--- config.mk ---
export PLATFORM = sky130hd
export DESIGN_NAME = cd_stack
export DESIGN_NICKNAME = d
export VERILOG_FILES = /design/src/rtl/cd_stack.sv
export SDC_FILE = /design/constraint.sdc
export NUM_CORES = 1
export LEC_CHECK = 0
export CAP_MARGIN = 25
export CORE_UTILIZATION = 41
export DETAILED_ROUTE_END_ITERATION = 6
export SLEW_MARGIN = 15
export SYNTH_ARGS = -nofsm -noshare
export SYNTH_HDL_FRONTEND = slang
export SYNTH_SLANG_ARGS = --single-unit
--- constraint.sdc ---
create_clock -name clk -period 5.9 [get_ports clk]
set_clock_uncertainty 0.05 [all_clocks]
set_input_delay 0.885 -clock clk [delete_from_list [all_inputs] [get_ports clk]]
set_output_delay 0.885 -clock clk [all_outputs]
set_load 0.01 [all_outputs]
--- src/rtl/cd_stack.sv ---
// cd_stack: parametrised single-cycle datapath with flags, return stack
// Ports: clk/reset, instr in, pc/opcode out, control in, flags/out port/stack status out
module cd_stack #(
  parameter int DW     = 8,
  parameter int PCW    = 10,
  parameter int RAW    = 4,
  parameter int IW     = 18,
  parameter int SDEPTH = 4
) (
  input  logic                        clk,
  input  logic                        reset,
  input  logic [IW-1:0]               instr,
  output logic [PCW-1:0]              pc,
  input  logic                        s_inc,
  input  logic                        s_inm,
  input  logic                        we3,
  input  logic                        wez,
  input  logic [2:0]                  op_alu,
  input  logic                        call,
  input  logic                        ret,
  input  logic                        out_en,
  output logic [5:0]                  opcode,
  output logic                        z,
  output logic                        c,
  output logic [DW-1:0]               out_data,
  output logic [$clog2(SDEPTH+1)-1:0] stk_cnt,
  output logic                        stk_ovf,
  output logic                        stk_unf
);

  localparam int SW = $clog2(SDEPTH+1);
  localparam int NR = 1 << RAW;
  localparam int NS = 1 << SW;

  logic [PCW-1:0] target;
  logic [RAW-1:0] wa;
  logic [RAW-1:0] ra1;
  logic [RAW-1:0] ra2;
  logic [DW-1:0]  imm;

  assign opcode = instr[IW-1:IW-6];
  assign target = instr[PCW-1:0];
  assign wa     = instr[RAW-1:0];
  assign ra2    = instr[2*RAW-1:RAW];
  assign ra1    = instr[3*RAW-1:2*RAW];
  assign imm    = instr[DW+RAW-1:RAW];

  logic [DW-1:0] rf [NR];
  logic [DW-1:0] rd1;
  logic [DW-1:0] rd2;

  assign rd1 = (ra1 == '0) ? '0 : rf[ra1];
  assign rd2 = (ra2 == '0) ? '0 : rf[ra2];

  logic [DW-1:0] res;
  logic          cy;
  logic [DW:0]   add_w;

  assign add_w = {1'b0, rd1} + {1'b0, rd2};

  always_comb begin
    res = '0;
    cy  = 1'b0;
    unique case (op_alu)
      3'b000: res = rd1;
      3'b001: res = ~rd1;
      3'b010: {cy, res} = add_w;
      3'b011: begin
        res = rd1 - rd2;
        cy  = (rd1 < rd2);
      end
      3'b100: res = rd1 & rd2;
      3'b101: res = rd1 | rd2;
      3'b110: res = '0 - rd1;
      3'b111: res = '0 - rd2;
      default: res = rd1;
    endcase
  end

  logic [DW-1:0] wd;
  assign wd = s_inm ? imm : res;

  // Stack array is padded to a power of two so stk_cnt indexes it directly
  logic [PCW-1:0] stk [NS];
  logic [PCW-1:0] pc_inc;
  logic [PCW-1:0] pc_n;
  logic [SW-1:0]  cnt_n;
  logic           push;
  logic           set_ovf;
  logic           set_unf;
  logic           full;
  logic           empty;

  assign pc_inc = pc + 1'b1;
  assign full   = (stk_cnt == SW'(SDEPTH));
  assign empty  = (stk_cnt == '0);

  always_comb begin
    pc_n    = pc_inc;
    cnt_n   = stk_cnt;
    push    = 1'b0;
    set_ovf = 1'b0;
    set_unf = 1'b0;
    if (ret) begin
      if (empty) begin
        set_unf = 1'b1;
      end else begin
        pc_n  = stk[stk_cnt - SW'(1)];
        cnt_n = stk_cnt - SW'(1);
      end
    end else if (call) begin
      pc_n = target;
      if (full) begin
        set_ovf = 1'b1;
      end else begin
        push  = 1'b1;
        cnt_n = stk_cnt + SW'(1);
      end
    end else if (!s_inc) begin
      pc_n = target;
    end
  end

  always_ff @(posedge clk or posedge reset) begin
    if (reset) begin
      pc       <= '0;
      stk_cnt  <= '0;
      stk_ovf  <= 1'b0;
      stk_unf  <= 1'b0;
      z        <= 1'b0;
      c        <= 1'b0;
      out_data <= '0;
    end else begin
      pc      <= pc_n;
      stk_cnt <= cnt_n;
      if (set_ovf) stk_ovf <= 1'b1;
      if (set_unf) stk_unf <= 1'b1;
      if (wez) begin
        z <= (res == '0);
        c <= cy;
      end
      if (out_en) out_data <= rd1;
    end
  end

  always_ff @(posedge clk or posedge reset) begin
    if (reset) begin
      for (int i = 0; i < NR; i++) rf[i] <= '0;
    end else if (we3 && wa != '0) begin
      rf[wa] <= wd;
    end
  end

  always_ff @(posedge clk) begin
    if (!reset && push) stk[stk_cnt] <= pc_inc;
  end

endmodule
==> out/metrics.yaml <==
setup_viol: 0
place_area_um2: 14060
drt_wl_total_mm: 36.00
max_freq_ghz: 0.1916
hp-class: "reg2reg"
htree_levels: 1
ys_warn_count: 0
antenna_found_initial: 0
root_buffer: "clkbuf_16"
r2r_cells: 17
boundaryPins: 61
critical_path_buf_inv_count: 2
powerDensity_nw_per_um2: 426.2
rows: 64
crit_path_end_kind: "flip-flop"
drc: 5
hpwlAfterDp_mm: 25.80
rsz0062_at_grt: "false"
ant_nets: 0
post_drt_via_cell_ratio: 5.914
netlist_area_um2: 12920
route.vias.total: 9161
path_delay_family: "compound AO/OA/AOI/OAI gates"
cpPeakStageDelay_ps: 520
cts_tree: "built"
violations: "DRC"
drv_cap: 0
placedCellCount: 1497
dieWidth_um: 179.5
holdBufCountCts: 0
slew_viol_final: 0
slowest_stage: "or4_1"
core_area_um2: 30830
clkLatencyLatePin_ps: 560
area_growth_pct: 16.03
grt_max_degree: 64
leakagePower_nw: 6.028
post_drt_wl_per_cell_um: 23.24
clock-sinks: 227
place.gp.congestion: 0.9273
final_cell_mix: "dfrtp_1 (147), mux2_2 (125), edfxtp_1 (80)"
netlist_top_cells_area: "dfrtp_1 (28%), edfxtp_1 (19%), mux2_2 (11%), mux4_2 (9.6%), mux2i_1 (3.7%)"
yosys.area.top_type: "dfrtp_1"
cp_max_fo: 15
synth.avg_cell_area_um2: 12.25
fin_setup_tns_ps: 0
seq_area_frac_synth: 0.4707
synthCells: 1055
grt_pass1_vias: 9256
die_y_um: 179.5
cts_buffers: 26
start_util: 0.4191
hold_depth: 0
worst_slack_ps: 681.6
r2r-start: "rf[0]"
crit_path_cell_trace: "clkdlybuf4s50_1 -> buf_4 -> nor2_1 -> a221oi_1 -> a21oi_1 -> ha_1 -> o21a_1 -> o31a_1 -> o311ai_0 -> nand4_1 -> a31o_2 -> or4_1 -> nand3_1 -> o21ai_2 -> mux2_2"
clockBufferDepth: 3
drt_iter0_drc: 843
max_slew.worst_pin.slew_ps: 971.2
crit_required_ps: 6280
async_reset_ff_frac: 0.6476
ys_seq_elements: 227
hold_end: "rf[126]"
fillers: 2721
stdcell_area_um2: 14990
cts_resized: 0
dr.pass1.iters: 7
overflow: 0
antenna_cells: 0
reg2reg_to: "rf[118]"
ys_types: 83
synth-main-ff-cell: "dfrtp_1"
min-delay-start: "rf[126]"
die-area_um2: 32230
grt_pass1_wl_mm: 56.50
total_power_mw: 6.389
synth_nets: 1116
synth_edf_count: 80
hold_viol: 0
status: "complete, but fails checks"
port_buffers: 48
drive_gt1_frac: 0.2801
place_worst_setup_slack_ps: 221.4
startpoint_type: "input port"
whs_ps: 332.2
reg2reg_slack_ps: 1110
crit_arrival_ps: 5600
final-instance-count-excl-fill: 1549
vdd.ir_drop.worst_mv: 0.2159
min_period_ps: 5218
finalCritPeriodShare: 0.8845
postCtsSetupBuffers: 0
grt_usage: 0.2262
relSlewSlack: 0.3502
layout.cells.most_common: "dfrtp_1"
clk_pin_slew_ps: 60
yosysTopAreaCellShare: 0.2847
final_nets: 1195
path_class: "in2reg"
fin_util: 0.4862
==> Yosys cell counts (all sizes together) (18+ instances only) <==
cell / count
mux2i: 49
ha: 30
o21ai: 39
nand2b: 18
nor2b: 21
mux4: 55
mux2: 127
nand2: 57
nand3: 18
clkbuf: 30
inv: 44
dfrtp: 147
buf: 41
edfxtp: 80
nor2: 74
a21oi: 44
==> sequential cells by signal, summed over array words and instances, names as in the netlist <==
signal    count
rf          122
stk          80
stk_cnt       3
stk_unf       1
out_data      8
stk_ovf       1
z             1
c             1
pc           10
==> layer usage <==
metal / track usage / vias up / routed length [µm]
li1: - / 4134 / -
met1: 0.3364 / 4680 / 16950
met2: 0.3552 / 296 / 16420
met3: 0.02512 / 51 / 2046
met4: 0.05138 / 0 / 582
met5: 0 / - / 0
==> worst max-delay path by stage <==
stage,depth (start not counted),end,slack (ps),start
CTS,15,rf[118],790,instr[6]
global placement,15,rf[70],280,instr[6]
finish,15,rf[118],680,instr[6]
floorplan,3,stk[0][0],70,reset
global route,19,rf[62],490,instr[4]
detailed placement,15,rf[118],220,instr[6]
==> cells by family (layout without fill, tap and decap cells) <==
group,after synthesis,count (layout),share of synthesized area
simple gates,236,236,0.08842
flops,227,227,0.4707
compound gates,197,197,0.1111
fa+ha+maj,31,31,0.03060
xor+xnor,18,18,0.01220
buf+inv,115,213,0.04222
mux,231,231,0.2448
==> power by group <==
part           internal (mW)  total [mW]  switching (mW)
logic                   1.12        2.34            1.22
registers               2.10        2.40           0.295
clock network          0.989        1.65           0.659
total                   4.22        6.39            2.17
==> layout make-up <==
class                      instances  area, µm²  area share
clock inverter                     9      126.4    0.008430
multi-input combinational        713       6294      0.4198
tap                              396      495.5     0.03305
sequential                       227       6081      0.4056
inverter                          44      170.2     0.01135
timing repair buffer             122       1059     0.07061
clock buffer                      38      765.7     0.05108
No activity file was read; power rests on OpenSTA's default activity.
